<file path="config.mk">
export PLATFORM = sky130hd
export DESIGN_NAME = lcd_byte_sequencer
export DESIGN_NICKNAME = d
export VERILOG_FILES = /design/src/rtl/lcd_byte_sequencer_pkg.sv /design/src/rtl/lcd_byte_sequencer_nibble_tx.sv /design/src/rtl/lcd_byte_sequencer.sv
export SDC_FILE = /design/constraint.sdc
export NUM_CORES = 1
export LEC_CHECK = 0
export ABC_CLOCK_PERIOD_IN_PS = 3500
export CORE_MARGIN = 4
export CORE_UTILIZATION = 40
export DETAILED_ROUTE_END_ITERATION = 10
export GPL_TIMING_DRIVEN = 1
export HOLD_SLACK_MARGIN = 0.06
export SYNTH_ARGS = -nofsm -noshare
export SYNTH_HDL_FRONTEND = slang
export SYNTH_SLANG_ARGS = --single-unit
</file>
<file path="constraint.sdc">
create_clock -name clk -period 3.5 [get_ports clk]
set_input_delay 0.7 -clock clk [delete_from_list [all_inputs] [get_ports clk]]
set_output_delay 0.7 -clock clk [all_outputs]
set_load 0.02 [all_outputs]
</file>
<file path="src/rtl/lcd_byte_sequencer_pkg.sv">
// Shared definitions for the character-LCD byte sequencer: state encodings,
// byte payload type, init nibble list and configuration byte ROM.
package lcd_defs;

  localparam int unsigned NIB_W    = 4;
  localparam int unsigned BYTE_W   = 8;
  localparam int unsigned TX_CNT_W = 8;
  localparam int unsigned N_INIT   = 4;
  localparam int unsigned N_CFG    = 4;

  typedef enum logic [3:0] {
    ST_PWR_WAIT,
    ST_INIT,
    ST_INIT_WAIT,
    ST_CFG,
    ST_IDLE,
    ST_BYTE_HI,
    ST_NIB_GAP,
    ST_BYTE_LO,
    ST_BYTE_WAIT
  } seq_state_t;

  typedef enum logic [1:0] {
    TX_IDLE,
    TX_SETUP,
    TX_HIGH,
    TX_HOLD
  } tx_state_t;

  typedef struct packed {
    logic              rs;
    logic [BYTE_W-1:0] data;
  } lcd_byte_t;

  localparam logic [BYTE_W-1:0] CMD_CLEAR     = 8'h01;
  localparam logic [BYTE_W-1:0] CMD_HOME      = 8'h02;
  localparam logic [BYTE_W-1:0] CMD_HOME_ALT  = 8'h03;

  // Entry [0] is sent first.
  localparam logic [N_CFG-1:0][BYTE_W-1:0] CFG_ROM   = {8'h01, 8'h0C, 8'h06, 8'h28};
  localparam logic [N_INIT-1:0][NIB_W-1:0] INIT_NIBS = {4'h2, 4'h3, 4'h3, 4'h3};

  // Clear and Return Home need the long post-command wait.
  function automatic logic is_long_cmd(input lcd_byte_t b);
    return !b.rs && ((b.data == CMD_CLEAR) || (b.data == CMD_HOME) ||
                     (b.data == CMD_HOME_ALT));
  endfunction

endpackage

</file>
<file path="src/rtl/lcd_byte_sequencer_nibble_tx.sv">
// One timed 4-bit LCD write: data/RS set up, E strobe, one hold cycle.
// busy covers capture through hold; done pulses during the hold cycle.
module lcd_nibble_tx
  import lcd_defs::*;
#(
  parameter int unsigned T_SETUP = 2,
  parameter int unsigned T_E     = 12
) (
  input  logic             clk,
  input  logic             rst,
  input  logic             start,
  input  logic [NIB_W-1:0] nib,
  input  logic             rs,
  output logic             busy,
  output logic             done,
  output logic [NIB_W-1:0] SF_D,
  output logic             LCD_E,
  output logic             LCD_RS
);

  tx_state_t             st_q, st_n;
  logic [TX_CNT_W-1:0]   cnt_q, cnt_n;
  logic [NIB_W-1:0]      sf_d_n;
  logic                  rs_n, e_n, busy_n, done_n;

  always_ff @(posedge clk or posedge rst) begin
    if (rst) begin
      st_q   <= TX_IDLE;
      cnt_q  <= '0;
      SF_D   <= '0;
      LCD_RS <= 1'b0;
      LCD_E  <= 1'b0;
      busy   <= 1'b0;
      done   <= 1'b0;
    end else begin
      st_q   <= st_n;
      cnt_q  <= cnt_n;
      SF_D   <= sf_d_n;
      LCD_RS <= rs_n;
      LCD_E  <= e_n;
      busy   <= busy_n;
      done   <= done_n;
    end
  end

  always_comb begin
    st_n   = st_q;
    cnt_n  = (cnt_q != '0) ? cnt_q - TX_CNT_W'(1) : cnt_q;
    sf_d_n = SF_D;
    rs_n   = LCD_RS;
    e_n    = 1'b0;
    busy_n = busy;
    done_n = 1'b0;
    case (st_q)
      TX_IDLE: begin
        if (start) begin
          st_n   = TX_SETUP;
          cnt_n  = TX_CNT_W'(T_SETUP - 1);
          sf_d_n = nib;
          rs_n   = rs;
          busy_n = 1'b1;
        end
      end
      TX_SETUP: begin
        if (cnt_q == '0) begin
          st_n  = TX_HIGH;
          cnt_n = TX_CNT_W'(T_E - 1);
          e_n   = 1'b1;
        end
      end
      TX_HIGH: begin
        if (cnt_q == '0) begin
          st_n   = TX_HOLD;
          done_n = 1'b1;
        end else begin
          e_n = 1'b1;
        end
      end
      TX_HOLD: begin
        st_n   = TX_IDLE;
        busy_n = 1'b0;
      end
      default: st_n = TX_IDLE;
    endcase
  end

endmodule

</file>
<file path="src/rtl/lcd_byte_sequencer.sv">
// Sole driver of the Spartan-3E character LCD 4-bit bus: power-on init,
// configuration, then byte writes accepted over a valid/ready handshake.
module lcd_byte_sequencer
  import lcd_defs::*;
#(
  parameter int unsigned T_POWERUP = 750000,
  parameter int unsigned T_INIT1   = 205000,
  parameter int unsigned T_INIT2   = 5000,
  parameter int unsigned T_SHORT   = 2000,
  parameter int unsigned T_CLEAR   = 82000,
  parameter int unsigned T_SETUP   = 2,
  parameter int unsigned T_E       = 12,
  parameter int unsigned T_NIB     = 50,
  parameter int unsigned CNT_W     = 20
) (
  input  logic              clk,
  input  logic              rst,
  input  logic              wr_valid,
  input  logic              wr_rs,
  input  logic [BYTE_W-1:0] wr_data,
  output logic              wr_ready,
  output logic              init_done,
  output logic [NIB_W-1:0]  SF_D,
  output logic              LCD_E,
  output logic              LCD_RS,
  output logic              LCD_RW
);

  seq_state_t        state_q, state_n;
  logic [CNT_W-1:0]  cnt_q, cnt_n;
  logic              armed_q, armed_n;
  logic [1:0]        init_idx_q, init_idx_n;
  logic [2:0]        cfg_idx_q, cfg_idx_n;
  lcd_byte_t         cur_q, cur_n;

  logic              tx_start_c;
  logic [NIB_W-1:0]  tx_nib_c;
  logic              tx_rs_c;
  logic              tx_busy, tx_done;

  // Delay that follows each of the four init nibbles.
  function automatic logic [CNT_W-1:0] init_wait(input logic [1:0] idx);
    case (idx)
      2'd0:    return CNT_W'(T_INIT1 - 1);
      2'd1:    return CNT_W'(T_INIT2 - 1);
      default: return CNT_W'(T_SHORT - 1);
    endcase
  endfunction

  assign LCD_RW = 1'b0;

  always_ff @(posedge clk or posedge rst) begin
    if (rst) begin
      state_q    <= ST_PWR_WAIT;
      cnt_q      <= '0;
      armed_q    <= 1'b0;
      init_idx_q <= '0;
      cfg_idx_q  <= '0;
      cur_q      <= '0;
      wr_ready   <= 1'b0;
      init_done  <= 1'b0;
    end else begin
      state_q    <= state_n;
      cnt_q      <= cnt_n;
      armed_q    <= armed_n;
      init_idx_q <= init_idx_n;
      cfg_idx_q  <= cfg_idx_n;
      cur_q      <= cur_n;
      wr_ready   <= (state_n == ST_IDLE);
      init_done  <= init_done | (state_n == ST_IDLE);
    end
  end

  // Next-state, delay counter and nibble-start control. Timed waits issue
  // the next nibble start on their final count so no cycle is lost.
  always_comb begin
    state_n    = state_q;
    cnt_n      = (cnt_q != '0) ? cnt_q - CNT_W'(1) : cnt_q;
    armed_n    = armed_q;
    init_idx_n = init_idx_q;
    cfg_idx_n  = cfg_idx_q;
    cur_n      = cur_q;
    tx_start_c = 1'b0;
    tx_nib_c   = cur_q.data[7:4];
    tx_rs_c    = cur_q.rs;
    case (state_q)
      ST_PWR_WAIT: begin
        if (!armed_q) begin
          armed_n = 1'b1;
          cnt_n   = CNT_W'(T_POWERUP - 1);
        end else if (cnt_q == '0) begin
          tx_start_c = 1'b1;
          tx_nib_c   = INIT_NIBS[init_idx_q];
          tx_rs_c    = 1'b0;
          state_n    = ST_INIT;
        end
      end
      ST_INIT: begin
        if (tx_done) begin
          cnt_n   = init_wait(init_idx_q);
          state_n = ST_INIT_WAIT;
        end
      end
      ST_INIT_WAIT: begin
        if (cnt_q == '0) begin
          if (init_idx_q == 2'(N_INIT - 1)) begin
            state_n = ST_CFG;
          end else begin
            init_idx_n = init_idx_q + 2'd1;
            tx_start_c = 1'b1;
            tx_nib_c   = INIT_NIBS[init_idx_q + 2'd1];
            tx_rs_c    = 1'b0;
            state_n    = ST_INIT;
          end
        end
      end
      ST_CFG: begin
        cur_n.rs   = 1'b0;
        cur_n.data = CFG_ROM[cfg_idx_q[1:0]];
        cfg_idx_n  = cfg_idx_q + 3'd1;
        state_n    = ST_BYTE_HI;
      end
      ST_IDLE: begin
        if (wr_valid) begin
          cur_n.rs   = wr_rs;
          cur_n.data = wr_data;
          state_n    = ST_BYTE_HI;
        end
      end
      ST_BYTE_HI: begin
        tx_start_c = ~tx_busy;
        if (tx_done) begin
          cnt_n   = CNT_W'(T_NIB - 1);
          state_n = ST_NIB_GAP;
        end
      end
      ST_NIB_GAP: begin
        if (cnt_q == '0) begin
          tx_start_c = 1'b1;
          tx_nib_c   = cur_q.data[3:0];
          state_n    = ST_BYTE_LO;
        end
      end
      ST_BYTE_LO: begin
        if (tx_done) begin
          cnt_n   = is_long_cmd(cur_q) ? CNT_W'(T_CLEAR - 1) : CNT_W'(T_SHORT - 1);
          state_n = ST_BYTE_WAIT;
        end
      end
      ST_BYTE_WAIT: begin
        if (cnt_q == '0) begin
          state_n = (!init_done && (cfg_idx_q != 3'(N_CFG))) ? ST_CFG : ST_IDLE;
        end
      end
      default: state_n = ST_PWR_WAIT;
    endcase
  end

  lcd_nibble_tx #(
    .T_SETUP (T_SETUP),
    .T_E     (T_E)
  ) u_nibble_tx (
    .clk    (clk),
    .rst    (rst),
    .start  (tx_start_c),
    .nib    (tx_nib_c),
    .rs     (tx_rs_c),
    .busy   (tx_busy),
    .done   (tx_done),
    .SF_D   (SF_D),
    .LCD_E  (LCD_E),
    .LCD_RS (LCD_RS)
  );

endmodule
</file>
==> out/qor.yml <==
status: "completed"
yosys-top-cells-area: "dfrtp_1, ha_1, o21ai_0, nand2_1, xnor2_1"
hold_class: "reg -> reg"
detailed_place_hpwl_mm: 6.31
final_core_util_pct: 46.7
crit_fanout: 21
r2r_end: "u_nibble_tx.SF_D[1]$_DFFE_PP0P_"
crit_path_end: "u_nibble_tx.SF_D[1]$_DFFE_PP0P_"
finalPower_w: 0.00150
die_area_um2: 11000
io_buffers: 19
power.density_nw_per_um2: 349
vias: 3111
cts_tree: "yes"
syn_inst: 422
syn_nets: 454
regToRegSetupSlack_ns: 0.77
syn_area_um2: 3770
clkTransAtPathRegs_ns: 0.07
cp.arrival_ns: 2.97
rows: 35
crit_path_end_kind: "flop"
crit_path_top_delay_cell: "or4_4"
ctsHoldBuffers: 0
ff2ff_path_depth: 5
critPathBufInv: 0
io_pins: 21
cts_root_buf: "clkbuf_8"
min-delay-start: "cfg_idx_q[2]$_DFFE_PP0P_"
max_cap_viol_count: 0
slew_violations: 0
grt_pass1_vias: 3001
fmax_mhz: 366
gr-usage-all-layers_pct: 16.6
path_depth: 5
critPathTopFamily: "simple AND/OR/NAND/NOR gates"
most-common-layout-cells: "dfrtp_1, nand2_1, o21ai_0, nor2_1, nor3_1"
numCtsBuffers: 9
core-area_um2: 9200
grt_overflow: 0
antenna_found_initial: 0
cp-start-kind: "flop"
slowest_delay_ns: 0.57
fin_skew_ns: 0.0105
drt_first_iter_violations: 210
ys.flop_type: "dfrtp_1"
final_hold_viol_count: 0
yosysTopAreaCell: "dfrtp_1"
ctsHtreeMaxLevel: 3
ant_nets: 0
setup_viol: 0
rsz0062_at_grt: "false"
async_flop_share_pct: 100
grt_max_degree: 60
gp_congestion: 0.831
synth-seq-cells: 59
synthToLayoutAreaGrowth_pct: 14.0
crit_top_cell: "or4_4"
fp.dieW_um: 105
tightest_slew_ns: 0.766
layout_commonest_cell: "dfrtp_1"
die_h_um: 105
path_class: "reg -> reg"
cp-startpoint: "cnt_q[11]$_DFF_PP0_"
dr.pass1.iters: 4
drc: 0
grt_pass1_wl_mm: 15.0
cts_setup_buffers: 0
cp.required_ns: 3.73
clock-sinks: 59
period_needed_ns: 2.73
slew_headroom_pct: 48.9
clkLatencyLatePin_ns: 0.35
ys_types: 67
tns_ns: 0
cts_resized: 0
yosys.area.top_type_share_pct: 39.2
antenna_cells: 0
fin_crit_sh_pct: 78.1
r2r-start: "cnt_q[11]$_DFF_PP0_"
vdd_drop_max_mv: 0.214
cts_buffer_depth: 2
synth_edf_count: 0
ys_seq_area_share_pct: 39.2
power.leakage_nw: 1.81
avgSynthCellArea_um2: 8.93
crit_chain: "or4_4, or4_4, nor4_4, o21ai_2, a221o_1"
drive_above_1_share_pct: 9.52
initial_core_util_pct: 41.0
synth.yosys.warnings: 0
wire_per_inst_um: 15.8
routed_via_density: 5.64
final_nets: 468
routed_wl_mm: 8.74
[per-stage QoR]
stage / std cells / setup WS, ns / hold slack (ns) / area (µm²)
floorplan: 422 / 0.913 / 0.446 / 3770
global placement: 536 / 0.800 / 0.464 / 4040
detailed placement: 536 / 0.749 / 0.472 / 4040
CTS: 552 / 0.761 / 0.485 / 4290
global route: 552 / 0.541 / 0.508 / 4290
finish: 552 / 0.767 / 0.489 / 4290
[logic make-up (layout without fill, tap and decap cells)]
family | after synthesis | in the layout | share of synthesized area [%]
fa+ha+maj | 20 | 20 | 6.64
flops | 59 | 59 | 39.2
compound gates | 103 | 103 | 18.1
mux | 9 | 9 | 2.52
xor+xnor | 22 | 22 | 5.11
buf+inv | 43 | 62 | 4.68
other cells | 1 | 1 | 0.0995
simple gates | 165 | 165 | 23.7
[worst min-delay path by stage]
stage	to	slack, ns	cells after the start
after detailed placement	cfg_idx_q[2]$_DFFE_PP0P_	0.47	1
after global placement	cfg_idx_q[2]$_DFFE_PP0P_	0.46	1
after global routing	cfg_idx_q[2]$_DFFE_PP0P_	0.51	1
final	cfg_idx_q[2]$_DFFE_PP0P_	0.49	1
after CTS	cfg_idx_q[2]$_DFFE_PP0P_	0.48	1
after floorplan	cfg_idx_q[2]$_DFFE_PP0P_	0.45	1
[Yosys cell counts, drive strengths merged (4+ instances only)]
cell type	count
or3	7
xor2	8
o211a	5
clkbuf	16
nand3	9
nand2	44
dfrtp	59
nor2	30
mux2	4
ha	20
xnor2	14
and3	4
and2	5
or2	4
inv	21
o211ai	6
nor4	11
a31oi	4
o21ai	38
a21oi	17
nand4	5
or4	6
nor3	22
mux2i	5
buf	6
nand2b	6
a21o	4
[per-layer routing]
layer	vias to the layer above	GRT usage (%)	share of wire, %
met5	-	0	0
met4	0	5.15	1.3
met3	9	3.15	4.6
met2	73	25.4	46
met1	1488	23.6	49
li1	1541	-	-
[report_power, final]
group	internal (W)	total (W)	switching, W
Clock	0.000494	0.000788	0.000295
Sequential	0.000681	0.000681	0
Combinational	0.0000117	0.0000277	0.0000161
Total	0.00119	0.00150	0.000311
[flip-flops by register name, summed over array words and instances (netlist names), 2 cells and up]
name	flops
u_nibble_tx.st_q	2
u_nibble_tx.SF_D	4
init_idx_q	2
cfg_idx_q	3
cnt_q	20
state_q	4
cur_q	9
u_nibble_tx.cnt_q	8
[area by class of cell]
type	count	area (µm²)
Sequential cell	59	1480
Tap cell	111	139
Inverter	21	78.8
Timing Repair Buffer	25	235
Clock buffer	10	138
Clock inverter	6	113
Fill cell	892	4900
Multi-Input combinational cell	320	2110
Power figures use the tool's default switching activity.
